$ cat config.mk
export PLATFORM = sky130hd
export DESIGN_NAME = uart_tx_arbiter_flat
export DESIGN_NICKNAME = d
export VERILOG_FILES = /design/src/rtl/uart_tx_arbiter_if.sv /design/src/rtl/uart_tx_arbiter.sv /design/src/flat_wrapper.sv
export SDC_FILE = /design/constraint.sdc
export NUM_CORES = 1
export LEC_CHECK = 0
export ABC_AREA = 1
export CAP_MARGIN = 5
export CORE_MARGIN = 2
export CORE_UTILIZATION = 30
export DETAILED_ROUTE_END_ITERATION = 6
export GPL_TIMING_DRIVEN = 0
export HOLD_SLACK_MARGIN = 0.08
export PLACE_DENSITY = 0.65
export SETUP_SLACK_MARGIN = 0.1
export SLEW_MARGIN = 0
export SYNTH_ARGS = -nofsm -noshare
export SYNTH_HDL_FRONTEND = slang
export SYNTH_SLANG_ARGS = --single-unit
$ cat constraint.sdc
create_clock -name clk -period 1.6 [get_ports clk]
set_clock_uncertainty 0.05 [all_clocks]
set_input_delay 0.32 -clock clk [delete_from_list [all_inputs] [get_ports clk]]
set_output_delay 0.32 -clock clk [all_outputs]
set_load 0.1 [all_outputs]
$ cat src/rtl/uart_tx_arbiter_if.sv
// Bus between the requesters/UART transmitter and the uart_tx_arbiter.
// master: requester and transmitter side; slave: the arbiter.
interface uart_tx_arbiter_if #(
   parameter int unsigned NUM_REQ = 4
);
   logic [NUM_REQ-1:0]   req;
   logic [8*NUM_REQ-1:0] req_data;
   logic [NUM_REQ-1:0]   gnt;
   logic [NUM_REQ-1:0]   ack;
   logic                 send_en;
   logic [7:0]           data_byte;
   logic                 tx_done;
   logic                 busy;
   logic                 err;

   modport master (
      output req, req_data, tx_done,
      input  gnt, ack, send_en, data_byte, busy, err
   );

   modport slave (
      input  req, req_data, tx_done,
      output gnt, ack, send_en, data_byte, busy, err
   );
endinterface

$ cat src/rtl/uart_tx_arbiter.sv
// Round-robin arbiter sharing one UART byte transmitter between NUM_REQ requesters.
// Optional WAIT watchdog enabled by defining UART_ARB_TIMEOUT_EN.
module uart_tx_arbiter #(
   parameter int unsigned NUM_REQ = 4,
   parameter logic [19:0] TIMEOUT = 20'd600000
) (
   input logic              clk,
   input logic              rst,
   uart_tx_arbiter_if.slave bus
);

   localparam int unsigned IDX_W = (NUM_REQ > 1) ? $clog2(NUM_REQ) : 1;

   typedef enum logic [1:0] {
      S_IDLE,
      S_LOAD,
      S_WAIT,
      S_DONE
   } state_t;

   // Elaboration-time guard against illegal configurations
   if (NUM_REQ < 2 || NUM_REQ > 8 || TIMEOUT < 20'd2) begin : g_cfg_check
      $error("uart_tx_arbiter: illegal NUM_REQ or TIMEOUT");
   end

   state_t               r_state;
   state_t               w_state_nxt;
   logic [IDX_W-1:0]     r_win;
   logic [IDX_W-1:0]     w_win_nxt;
   logic [IDX_W-1:0]     r_ptr;
   logic [IDX_W-1:0]     w_ptr_nxt;
   logic [NUM_REQ-1:0]   r_gnt;
   logic [NUM_REQ-1:0]   w_gnt_nxt;
   logic [NUM_REQ-1:0]   r_ack;
   logic [NUM_REQ-1:0]   w_ack_nxt;
   logic                 r_send;
   logic                 w_send_nxt;
   logic [7:0]           r_data;
   logic [7:0]           w_data_nxt;
   logic                 r_busy;
   logic                 r_err;
   logic                 w_err_nxt;
   logic                 w_found;
   logic [IDX_W-1:0]     w_sel;
   logic [7:0]           w_sel_data;

   function automatic logic [NUM_REQ-1:0] onehot(input logic [IDX_W-1:0] idx);
      logic [NUM_REQ-1:0] v;
      v      = '0;
      v[idx] = 1'b1;
      return v;
   endfunction

   // Index k positions after base, wrapping modulo NUM_REQ
   function automatic logic [IDX_W-1:0] rr_idx(input logic [IDX_W-1:0] base,
                                                input int unsigned     k);
      int unsigned s;
      s = 32'(base) + k;
      if (s >= NUM_REQ) s = s - NUM_REQ;
      return IDX_W'(s);
   endfunction

   // First asserted request at or after the round-robin pointer
   always_comb begin
      w_found = 1'b0;
      w_sel   = r_ptr;
      for (int unsigned k = 0; k < NUM_REQ; k++) begin
         if (!w_found && bus.req[rr_idx(r_ptr, k)]) begin
            w_found = 1'b1;
            w_sel   = rr_idx(r_ptr, k);
         end
      end
   end

   assign w_sel_data = bus.req_data[{w_sel, 3'b000} +: 8];

`ifdef UART_ARB_TIMEOUT_EN
   logic [19:0] r_cnt;

   // Watchdog: zero outside WAIT, counts WAIT cycles
   always_ff @(posedge clk or posedge rst) begin
      if (rst) begin
         r_cnt <= '0;
      end else if (r_state == S_WAIT) begin
         r_cnt <= r_cnt + 20'd1;
      end else begin
         r_cnt <= '0;
      end
   end
`endif

   always_comb begin
      w_state_nxt = r_state;
      w_win_nxt   = r_win;
      w_ptr_nxt   = r_ptr;
      w_gnt_nxt   = r_gnt;
      w_ack_nxt   = '0;
      w_send_nxt  = 1'b0;
      w_data_nxt  = r_data;
      w_err_nxt   = 1'b0;
      case (r_state)
         S_IDLE: begin
            if (w_found) begin
               w_state_nxt = S_LOAD;
               w_win_nxt   = w_sel;
               w_gnt_nxt   = onehot(w_sel);
               w_data_nxt  = w_sel_data;
               w_send_nxt  = 1'b1;
            end
         end
         S_LOAD: begin
            w_state_nxt = S_WAIT;
         end
         S_WAIT: begin
            // tx_done takes priority over a simultaneous watchdog expiry
            if (bus.tx_done) begin
               w_state_nxt = S_DONE;
               w_ack_nxt   = onehot(r_win);
            end
`ifdef UART_ARB_TIMEOUT_EN
            else if (r_cnt == TIMEOUT - 20'd1) begin
               w_state_nxt = S_DONE;
               w_ack_nxt   = onehot(r_win);
               w_err_nxt   = 1'b1;
            end
`endif
         end
         S_DONE: begin
            w_state_nxt = S_IDLE;
            w_gnt_nxt   = '0;
            w_ptr_nxt   = (r_win == IDX_W'(NUM_REQ - 1)) ? '0 : r_win + IDX_W'(1);
         end
         default: begin
            w_state_nxt = S_IDLE;
         end
      endcase
   end

   always_ff @(posedge clk or posedge rst) begin
      if (rst) begin
         r_state <= S_IDLE;
         r_win   <= '0;
         r_ptr   <= '0;
         r_gnt   <= '0;
         r_ack   <= '0;
         r_send  <= 1'b0;
         r_data  <= 8'h00;
         r_busy  <= 1'b0;
         r_err   <= 1'b0;
      end else begin
         r_state <= w_state_nxt;
         r_win   <= w_win_nxt;
         r_ptr   <= w_ptr_nxt;
         r_gnt   <= w_gnt_nxt;
         r_ack   <= w_ack_nxt;
         r_send  <= w_send_nxt;
         r_data  <= w_data_nxt;
         r_busy  <= (w_state_nxt != S_IDLE);
         r_err   <= w_err_nxt;
      end
   end

   assign bus.gnt       = r_gnt;
   assign bus.ack       = r_ack;
   assign bus.send_en   = r_send;
   assign bus.data_byte = r_data;
   assign bus.busy      = r_busy;
   assign bus.err       = r_err;

endmodule

$ cat src/flat_wrapper.sv
// flat-port wrapper written by rule: the top's interface ports become plain ports
module uart_tx_arbiter_flat 
#(
   parameter int unsigned NUM_REQ = 4,
   parameter logic [19:0] TIMEOUT = 20'd600000
)
  (clk, rst, bus_req, bus_req_data, bus_tx_done, bus_gnt, bus_ack, bus_send_en, bus_data_byte, bus_busy, bus_err);
  uart_tx_arbiter_if #(.NUM_REQ(NUM_REQ)) bus_i ();
  input logic clk;
  input logic rst;
  input wire logic [$bits(bus_i.req)-1:0] bus_req;
  input wire logic [$bits(bus_i.req_data)-1:0] bus_req_data;
  input wire logic [$bits(bus_i.tx_done)-1:0] bus_tx_done;
  output wire logic [$bits(bus_i.gnt)-1:0] bus_gnt;
  output wire logic [$bits(bus_i.ack)-1:0] bus_ack;
  output wire logic [$bits(bus_i.send_en)-1:0] bus_send_en;
  output wire logic [$bits(bus_i.data_byte)-1:0] bus_data_byte;
  output wire logic [$bits(bus_i.busy)-1:0] bus_busy;
  output wire logic [$bits(bus_i.err)-1:0] bus_err;
  assign bus_i.req = bus_req;
  assign bus_i.req_data = bus_req_data;
  assign bus_i.tx_done = bus_tx_done;
  assign bus_gnt = bus_i.gnt;
  assign bus_ack = bus_i.ack;
  assign bus_send_en = bus_i.send_en;
  assign bus_data_byte = bus_i.data_byte;
  assign bus_busy = bus_i.busy;
  assign bus_err = bus_i.err;
  uart_tx_arbiter #(.NUM_REQ(NUM_REQ), .TIMEOUT(TIMEOUT)) u_core (.clk(clk), .rst(rst), .bus(bus_i));
endmodule
==> flow_metrics.tcl, run 1 <==
set metrics [dict create \
    numCtsBuffers 3 \
    ys_warn_count 0 \
    drt-initial-drc-count 81 \
    synth.avg_cell_area_sq_um 7.36 \
    hold_path_class "reg2reg" \
    cts.sinks 24 \
    violations "setup timing" \
    drc_errors 0 \
    core-area_sq_um 5990 \
    yosys.area.top_type "dfrtp_1" \
    ant_nets 0 \
    num_antenna_cells 0 \
    path_clk_slew_ps 80 \
    most-common-layout-cells "nand2_1 (98), clkdlybuf4s50_1 (38), nand3_2 (29), dfrtp_1 (23)" \
    cp.required_ps 1720 \
    place.gp.congestion 0.810 \
    fin_ws_ps -391 \
    r2r_start "u_core.r_ptr[0]" \
    areaGrowthSynthToFinish_pct 54.1 \
    maxSlewViolCount 0 \
    via_per_inst 4.80 \
    min_period_ps 1990 \
    rsz0062_at_grt "yes" \
    hold_viol 0 \
    grt_max_degree 25 \
    critPathLaunch "u_core.r_ptr[0]" \
    hold_path.startpoint "u_core.bus.data_byte[0]" \
    worstSetupEndpoint "u_core.bus.data_byte[7]" \
    die-height_um 83.1 \
    syn_area_sq_um 1880 \
    grtUsageTotal_pct 15.7 \
    row_count 28 \
    cts_tree "done" \
    endpoint_kind "flop" \
    final-seq-area_sq_um 602 \
    die_area_sq_um 6900 \
    synth_cell_types 24 \
    grt_pass1_wl_um 9080 \
    rr_worst_depth 16 \
    wl_per_cell_um 13.6 \
    grt_pass1_vias 1902 \
    yosysTopAreaCellShare_pct 32.0 \
    worstMarginPinSlew_ps 913 \
    hpwl_um 3660 \
    r2r_setup_slack_ps -390 \
    fin_util_pct 48.3 \
    cts.htree.levels 1 \
    final_common_cell "nand2_1" \
    holdBufCountCts 0 \
    synthCells 255 \
    clk_latency_ps 260 \
    dieWidth_um 83.1 \
    status "complete, but fails checks" \
    drive_gt1_share_pct 35.8 \
    antenna_found_initial 0 \
    multiInputGateArea_sq_um 1230 \
    place.port_buffers 56 \
    dr.pass1.iters 4 \
    ios 58 \
    path_class "reg2reg" \
    vias 1968 \
    nFillCells 580 \
    fin_hold_ws_ps 423 \
    setup_violations 17 \
    ys_seq_elements 24 \
    crit_arrival_ps 2110 \
    initial_core_util_pct 31.3 \
    cts-root-buf "clkbuf_8" \
    crit_fanout 8 \
    max-slew-margin-rel_pct 39.1 \
    clock.fmax_mhz 502 \
    drv_cap 0 \
    timing.rr.end "u_core.bus.data_byte[7]" \
    fin_nets 380 \
    overflow 0 \
    post-route-period-util_pct 124 \
    cts_buffer_depth 2 \
    synth_area_leaders "dfrtp_1 (32%), nand2_1 (23%), nand3_2 (12%), nand3_1 (7.7%), inv_1 (3.0%)" \
    yosysSeqAreaShare_pct 32.0 \
    routed_wl_um 5580 \
    start_kind "flop" \
    syn_nets 298 \
]
registers in the layout, indices dropped and copies added (netlist names):
name and count:
u_core.bus.busy 1, u_core.bus.send_en 1, u_core.r_ptr 2, u_core.bus.ack 4, u_core.bus.data_byte 8, u_core.bus.gnt 4, u_core.r_win 2, u_core.r_state 2
cell type report:
class	instances	share of cell area (%)
Buffer	10	4.76
Tap cell	75	3.24
Sequential cell	24	20.8
Inverter	18	2.77
Timing Repair Buffer	77	24.4
Clock buffer	3	1.43
Multi-Input combinational cell	203	42.6
layer usage:
layer / track usage [%] / part of all wire, % / up-vias
met5: 0 / 0 / -
met3: 3.68 / 6.4 / 2
met4: 1.79 / 0.18 / 0
met1: 21.1 / 43 / 922
li1: - / - / 974
met2: 26.6 / 50 / 70
timing repair:
action | CTS | global route
endpoints found under the setup margin | 35 | 17
cloned | 1 | 2
pin swaps | 49 | 22
setup buffers | 13 | 5
resized for setup | 114 | 21
cells in the mapped netlist, drive strengths merged:
cell,instances
nand3,51
or2,1
nand4,4
nand3b,1
nor2,7
o21ai,8
inv,18
nand2,126
buf,10
ha,4
dfrtp,24
conb,1
metrics by stage:
step | std cells | TNS [ps] | setup slack, ps | cell area, sq um
after floorplan | 255 | -2090 | -158 | 1900
after global placement | 386 | -14310 | -646 | 2560
after detailed placement | 386 | -14590 | -664 | 2560
after CTS | 403 | -5170 | -364 | 2730
after global routing | 410 | -7560 | -522 | 2890
final | 410 | -5660 | -391 | 2890
kinds of logic (layout without fill, tap and decap cells):
family / count (synthesis) / in the layout / share of synthesized area [%]
other cells: 1 / 1 / 0.200
fa+ha+maj: 4 / 4 / 2.67
simple gates: 190 / 190 / 53.4
flops: 24 / 24 / 32.0
compound gates: 8 / 8 / 2.33
buf+inv: 28 / 108 / 9.40
worst max-delay path: stages, from the launching register on:
cell,delay (ps)
dfrtp_2,460
buf_6,150
buf_4,130
nand2_1,50
nand2_1,50
nand2_1,90
nand2_2,90
nand4_4,120
nand2_4,100
buf_4,150
buf_4,120
nand3_1,50
nand2_1,50
nand2_1,50
nand2_1,70
nand2_1,60
nand2_1,50
worst min path at each step:
stage                              end  cells after the start
3_5_place_dp   u_core.bus.data_byte[0]                      2
5_1_grt        u_core.bus.data_byte[0]                      2
4_1_cts        u_core.bus.data_byte[0]                      2
6_report       u_core.bus.data_byte[0]                      2
3_3_place_gp   u_core.bus.data_byte[2]                      2
2_1_floorplan        u_core.bus.ack[0]                      1
Power of run 1 is not shown: default switching activity piles up to over one toggle a cycle in this logic, so the estimate is an artifact.
==> run 2: changes to the inputs <==
Settings changed: PLACE_DENSITY 0.65 to 0.63.
Clock period 1.6 ns to 2.4 ns, I/O delays scaled along.
==> run 2 against run 1 <==
Compared with the run above:
- non-clock buffer count down 21
- sequential share of layout area up 2.4 points
- register-to-register slack better by 740 ps
- cell count down 4.9%
- largest cell class unchanged
- routed wire length down 16%
- worst setup slack better by 530 ps
- critical path depth down 15
- via count down 9.7%
- die area unchanged
- critical path type is now reg2out
- critical endpoint is now bus_busy
- the flow now finishes without violations
- global-route usage down 1.4 points
- core utilization down 5.1 points
- clock-buffer cell count up 1
==> flow_metrics.tcl, run 2 (synthesis gave the netlist of run 1 again) <==
set metrics [dict create \
    post_dp_cell_area_sq_um 2530 \
    row_count 28 \
    stdcell_area_sq_um 2590 \
    final_common_cell "nand2_1" \
    cts_tree "done" \
    drv_cap 0 \
    min_period_ps 2260 \
    hold_viol 0 \
    critPathLaunch "u_core.bus.busy" \
    cp.required_ps 1870 \
    status "complete, no violations" \
    endpoint_kind "output port" \
    grt_pass1_wl_um 8350 \
    place.gp.congestion 0.810 \
    antenna_found_initial 0 \
    vias 1777 \
    die-height_um 83.1 \
    num_antenna_cells 0 \
    grt_pass1_vias 1773 \
    via_per_inst 4.56 \
    path_clk_slew_ps 80 \
    areaGrowthSynthToFinish_pct 38.0 \
    path_class "reg2out" \
    ios 58 \
    max-slew-margin-rel_pct 34.9 \
    largest_reg_flops 8 \
    clk_latency_ps 260 \
    max_stage_delay_ps 1130 \
    cts-root-buf "clkbuf_8" \
    grtUsageTotal_pct 14.3 \
    routed_wl_um 4710 \
    final-seq-area_sq_um 601 \
    setup_violations 0 \
    crit_family "buffers and inverters" \
    holdBufCountCts 0 \
    post-route-period-util_pct 94.2 \
    fin_nets 359 \
    place.port_buffers 56 \
    hold_path.startpoint "u_core.bus.data_byte[3]" \
    crit_chain "clkdlybuf4s50_1" \
    clock.fmax_mhz 442 \
    cp_num_buf_inv 1 \
    drt-initial-drc-count 48 \
    rsz0062_at_grt "no" \
    crit_arrival_ps 1730 \
    die_area_sq_um 6900 \
    core-area_sq_um 5990 \
    wl_per_cell_um 12.1 \
    cts.sinks 24 \
    most-common-layout-cells "nand2_1 (114), clkdlybuf4s50_1 (43), nand3_1 (29), dfrtp_1 (24), nand3_2 (22)" \
    worstMarginPinSlew_ps 981 \
    dieWidth_um 83.1 \
    numCtsBuffers 3 \
    hpwl_um 3640 \
    crit_fanout 1 \
    postCtsSetupBuffers 0 \
    multiInputGateArea_sq_um 1110 \
    nFillCells 633 \
    cts_buffer_depth 2 \
    ant_nets 0 \
    start_kind "flop" \
    initial_core_util_pct 31.3 \
    cts.htree.levels 1 \
    maxSlewViolCount 0 \
    dr.pass1.iters 4 \
    drive_gt1_share_pct 17.8 \
    r2r_start "u_core.r_ptr[0]" \
    slowest_stage "clkdlybuf4s50_1" \
    drc_errors 0 \
    grt_max_degree 25 \
    overflow 0 \
    hold_path_class "reg2reg" \
]
[run 2: cell type report]
class | instances | share of cell area [%]
buffer | 10 | 4.20
clock buffer | 4 | 2.13
inverter | 18 | 2.61
multi-input combinational | 203 | 42.8
sequential | 24 | 23.2
tap | 75 | 3.62
timing repair buffer | 56 | 21.4
[run 2: worst paths after layout]
path / to / slack [ps] / depth (start not counted)
max: bus_busy / 140 / 1
min: u_core.bus.data_byte[3] / 430 / 2
max reg2reg: u_core.bus.data_byte[3] / 350 / 14
min reg2reg: u_core.bus.data_byte[3] / 430 / 2
max in group asynchronous: u_core.bus.gnt[3] / 1100 / 2
min in group asynchronous: u_core.bus.data_byte[7] / 660 / 2
[run 2: per-layer routing]
layer	vias to the layer above	routed length (um)	track usage, %
li1	929	-	-
met1	800	2270	19.6
met2	46	2180	23.7
met3	2	239	4.08
met4	0	13	0.894
met5	-	0	0
[run 2: timing repair]
item | in CTS | in global routing
gates cloned | 0 | 0
pin swaps | 0 | 0
gates resized for setup | 10 | 4
endpoints found under the setup margin | 10 | 6
[run 2: metrics by stage]
stage	util (%)	worst slack, ps	hold WS, ps	std cells	setup TNS [ps]
6_report	43.2	139	434	390	0
5_1_grt	43.2	104	470	390	0
4_1_cts	43.0	102	441	390	0
3_5_place_dp	42.3	-44.8	418	386	-105
3_3_place_gp	42.3	-25.9	412	386	-27.5
2_1_floorplan	-	597	445	255	0
Power of run 2 is left out for the same reason.
==> run 3: changes to the inputs <==
Settings changed: CTS_BUF_LIST from default to sky130_fd_sc_hd__clkbuf_8.
==> results of run 3 <==
Final layout, timing and power as in run 2 (identical DEF).
Power of run 3 is left out for the same reason.
